$ cat config.mk
export PLATFORM = sky130hd
export DESIGN_NAME = reg_file
export DESIGN_NICKNAME = d
export VERILOG_FILES = /design/src/rtl/reg_file.sv
export SDC_FILE = /design/constraint.sdc
export NUM_CORES = 1
export LEC_CHECK = 0
export BUFFER_PORTS_ARGS = -buffer_cell sky130_fd_sc_hd__buf_2
export CAP_MARGIN = 0
export CORE_UTILIZATION = 50
export CTS_BUF_LIST = sky130_fd_sc_hd__clkbuf_2
export DETAILED_ROUTE_END_ITERATION = 6
export PLACE_DENSITY = 0.7
export SETUP_SLACK_MARGIN = 0.4
export SYNTH_ARGS = -nofsm -noshare
export SYNTH_HDL_FRONTEND = slang
export SYNTH_SLANG_ARGS = --single-unit
$ cat constraint.sdc
create_clock -name Clock -period 2.38 [get_ports Clock]
set_clock_uncertainty 0.05 [all_clocks]
set_input_delay 0.119 -clock Clock [delete_from_list [all_inputs] [get_ports Clock]]
set_output_delay 0.119 -clock Clock [all_outputs]
set_load 0.005 [all_outputs]
$ cat src/rtl/reg_file.sv
`default_nettype none
// ============================================================================
//  Module   : reg_file
//  Purpose  : General-purpose register file for the 16-bit CPU datapath.
//             One synchronous write port and two asynchronous read ports with
//             write-first bypass, so a value being written this cycle is
//             already visible on the read ports before the clock edge.
//  Ports    : Clock   - single clock, rising-edge active
//             Resetn  - synchronous active-low reset; clears all registers
//             WR      - write enable
//             WAddr   - write address
//             WData   - write data
//             RAddrA  - read address, port A (feeds operand mux X input)
//             RAddrB  - read address, port B (feeds ALU operand path)
//             RDataA  - read data, port A
//             RDataB  - read data, port B
//  Revision : 1.0 - initial release
// ============================================================================
module reg_file #(
  parameter int DATA_W  = 16,
  parameter int ADDR_W  = 4,
  parameter int ZERO_R0 = 0
) (
  input  logic              Clock,
  input  logic              Resetn,
  input  logic              WR,
  input  logic [ADDR_W-1:0] WAddr,
  input  logic [DATA_W-1:0] WData,
  input  logic [ADDR_W-1:0] RAddrA,
  input  logic [ADDR_W-1:0] RAddrB,
  output logic [DATA_W-1:0] RDataA,
  output logic [DATA_W-1:0] RDataB
);

  localparam int DEPTH = 2 ** ADDR_W;
  localparam bit C_ZERO_R0 = (ZERO_R0 != 0);

  logic [DATA_W-1:0] r_mem [DEPTH];

  logic              w_wr_suppress;
  logic              w_wr_en;
  logic [DATA_W-1:0] w_rdata_a;
  logic [DATA_W-1:0] w_rdata_b;

  // A write is effective only out of reset and when it does not target a
  // hardwired-zero r0. The same qualified enable drives storage and bypass,
  // so the bypassed value is always exactly what storage will hold.
  assign w_wr_suppress = C_ZERO_R0 && (WAddr == '0);
  assign w_wr_en       = Resetn && WR && !w_wr_suppress;

  always_ff @(posedge Clock) begin
    if (!Resetn) begin
      for (int i = 0; i < DEPTH; i++) begin
        r_mem[i] <= '0;
      end
    end else if (w_wr_en) begin
      r_mem[WAddr] <= WData;
    end
  end

  // Read priority (lowest to highest): storage, bypass, forced zero.
  // Forced zero covers both the reset-low window and the hardwired r0.
  always_comb begin
    w_rdata_a = r_mem[RAddrA];
    if (w_wr_en && (RAddrA == WAddr)) begin
      w_rdata_a = WData;
    end
    if (!Resetn || (C_ZERO_R0 && (RAddrA == '0))) begin
      w_rdata_a = '0;
    end
  end

  always_comb begin
    w_rdata_b = r_mem[RAddrB];
    if (w_wr_en && (RAddrB == WAddr)) begin
      w_rdata_b = WData;
    end
    if (!Resetn || (C_ZERO_R0 && (RAddrB == '0))) begin
      w_rdata_b = '0;
    end
  end

  assign RDataA = w_rdata_a;
  assign RDataB = w_rdata_b;

endmodule
`default_nettype wire

==> reports/qor.csv <==
stage,metric,value,unit
grt,antenna_found_initial,1,
routing,routed_wl,37200,um
placement,dp.cells,1323,
power_and_ir_drop,leakage,5.66,nW
yosys,synth_enable_flop_cells,256,
yosys,synth_warnings,0,
finish,largest_reg_flops,256,
finish,area_growth,14.1,%
yosys,synthDistinctLibCells,28,
cts,path_clk_slew,0.11,ns
yosys,synth_top_area_share,55.5,%
floorplan,fp.coreArea,0.0271,mm2
floorplan,rows,60,
critical_path,path_cells,mux4_2 -> a22oi_2 -> nand2_2 -> a22o_1 -> buf_2,
power_and_ir_drop,switchingPower,2.60,mW
sta,hold_slack,0.0626,ns
critical_path,end_kind,primary output,
yosys,syn_area_per_cell,15.2,um2
routing,ant_nets,0,
floorplan,start_util,51.1,%
sta,rsz0062_at_grt,yes,
sta,fmax,370,MHz
cts,htree_levels,2,
critical_path,cp_slowest_stage_delay,0.51,ns
routing,first_pass_iters,5,
critical_path,path_class,reg2out,
grt,grt_use_met2,46.0,%
grt,grt_pass1_vias,9317,
sta,relSlewSlack,10.9,%
yosys,synth_commonest_cells,"and2_1 (258), edfxtp_1 (256), mux4_2 (128)",
yosys,synth_area_leaders,"edfxtp_1 (55%), mux4_2 (21%), and2_1 (12%), a22oi_1 (3.5%), a22o_1 (2.0%)",
routing,drt-initial-drc-count,783,
critical_path,critical-path-top-delay-family,multiplexers,
placement,placed_cell_area,0.0149,mm2
sta,final.setup.tns,-7.81,ns
yosys,ys_ff_latch,256,
floorplan,die_area,0.0284,mm2
sta,worstMarginPinSlew,1.33,ns
grt,grt_use_met3,5.12,%
run_status,status,"finished, violations left",
cts,cts_max_path_buffers,3,
yosys,synth-seq-area-share,55.5,%
placement,dp_hpwl,23300,um
finish,fin_nets,1065,
power_and_ir_drop,internal_power,6.88,mW
power_and_ir_drop,p_seq_share,56.2,%
grt,grt.total_usage,27.5,%
floorplan,pin_count,63,
cts,cts.sinks,256,
yosys,synth-main-ff-cell,edfxtp_1,
routing,drc,0,
power_and_ir_drop,power_density,600,mW/mm2
cts,postCtsSetupBuffers,0,
yosys,synth_largest_area_cell,edfxtp_1,
grt,grt_max_degree,65,
run,drv_cap,0,
cts,cts_made_buffers,61,
sta,setup_slack,-0.323,ns
routing,wl_per_cell,25.7,um
power_and_ir_drop,ir_drop,0.000291,V
critical_path,arrival,2.53,ns
yosys,synth_nets,945,
routing,num_vias,8870,
grt,grtUsageMet1,35.3,%
yosys,synth_cells,914,
finish,drive_gt1_share,38.7,%
floorplan,die_h,168,um
placement,dp_slack,0.117,ns
critical_path,cp_num_buf_inv,1,
critical_path,cpMaxStageDelayCell,mux4_2,
worst_hold_path,hold_class,in2reg,
critical_path,critPathRequiredTime,2.21,ns
finish,largestRegisters,r_mem x256,
sta,min_period,2.70,ns
yosys,yosysMostFrequentCell,and2_1,
critical_path,worstPathMaxFanout,2,
yosys,ys_async_sr_fraction,0,%
finish,postLayoutCellArea,0.0158,mm2
finish,stdcell_count,1447,
sta,hold_viol,0,
cts,cts_tree,built,
sta,fin_crit_sh,114,%
run_status,violations,negative setup slack,
grt,grt-ovfl-total,0,
grt,grt_pass1_wl,56400,um
critical_path,worstSetupStartpointType,flop,
placement,routabilityCongestion,0.856,
critical_path,cp.depth,5,
routing,viasPerCell,6.13,
yosys,syn_area,0.0139,mm2
cts,cts-root-buf,clkbuf_2,
finish,regMostFlops,r_mem,
power_and_ir_drop,clockPowerShare,28.4,%
power_and_ir_drop,combPwrFrac,15.4,%
grt,busiest_layer,met2,
power_and_ir_drop,p_sw_share,27.5,%
placement,io_buffer_count,62,
floorplan,die_w,168,um
sta,slew_violations,0,
sta,finalSetupViolations,32,
worst_hold_path,whs_path_depth,5,
[per-stage QoR]
| stage | util [%] | power (mW) |
|---|---|---|
| after CTS | 58.0 | 9.49 |
| final | 58.4 | 9.48 |
| after detailed placement | 54.8 | 6.77 |
| after global placement | 54.8 | 6.74 |
| after global routing | 58.4 | 9.85 |
| after floorplan | - | 6.25 |
[area by class of cell]
cell class              instances  area [um2]
well taps                     372         465
clock buffers                  89         445
flip-flops and latches        256        7690
fillers                      2115       11300
multi-input cells             574        6070
clock inverters                14        56.3
repair buffers                141        1090
diodes                          1        2.50
[logic make-up (layout without fill, tap and decap cells)]
kind of cell / count (synthesis) / in the layout / share of synthesized area [%]
buffers and inverters: 84 / 244 / 2.92
multiplexers: 128 / 128 / 20.8
AO/OA/AOI/OAI: 110 / 110 / 6.07
AND/OR/NAND/NOR: 328 / 328 / 14.2
XOR/XNOR: 8 / 8 / 0.506
other: 0 / 1 / 0
flip-flops: 256 / 256 / 55.5
[layer usage]
metal / wire (um) / up-vias
met5: 0 / -
met4: 1150 / 0
met3: 3050 / 80
met2: 18900 / 418
met1: 14200 / 4539
li1: - / 3833
[power by group through the flow]
stage                     logic, mW  registers, mW  clock network (mW)
after global placement         1.33           5.41                   0
final                          1.46           5.33                2.70
after CTS                      1.42           5.33                2.74
after global routing           1.53           5.36                2.95
after floorplan               0.857           5.39                   0
after detailed placement       1.34           5.43                   0
[placed cells by master (no fill, tap or decap), types with 5 or more instances in the layout]
cell type and count:
nor2b_1 5, a22o_1 32, dlygate4sd3_1 20, buf_12 10, and2_1 258, xor2_1 5, buf_4 53, nand2b_1 6
edfxtp_1 256, nor2_1 11, a22oi_1 15, buf_2 58, nand2_1 30, clkinv_1 11, a22oi_2 49, clkbuf_2 89
o21ai_2 12, mux4_2 128
[worst paths after layout]
path / from / to
worst max-delay path: r_mem[4][5] / RDataA[5]
worst min-delay path: WAddr[3] / r_mem[14][5]
[what timing repair did]
action,4_1_cts,5_1_grt
endpoints found under the setup margin,32,32
pin swaps,31,16
endpoints found under the hold margin,440,0
resized for setup,35,18
hold buffers,20,0
(Power assumes the default switching activity.)
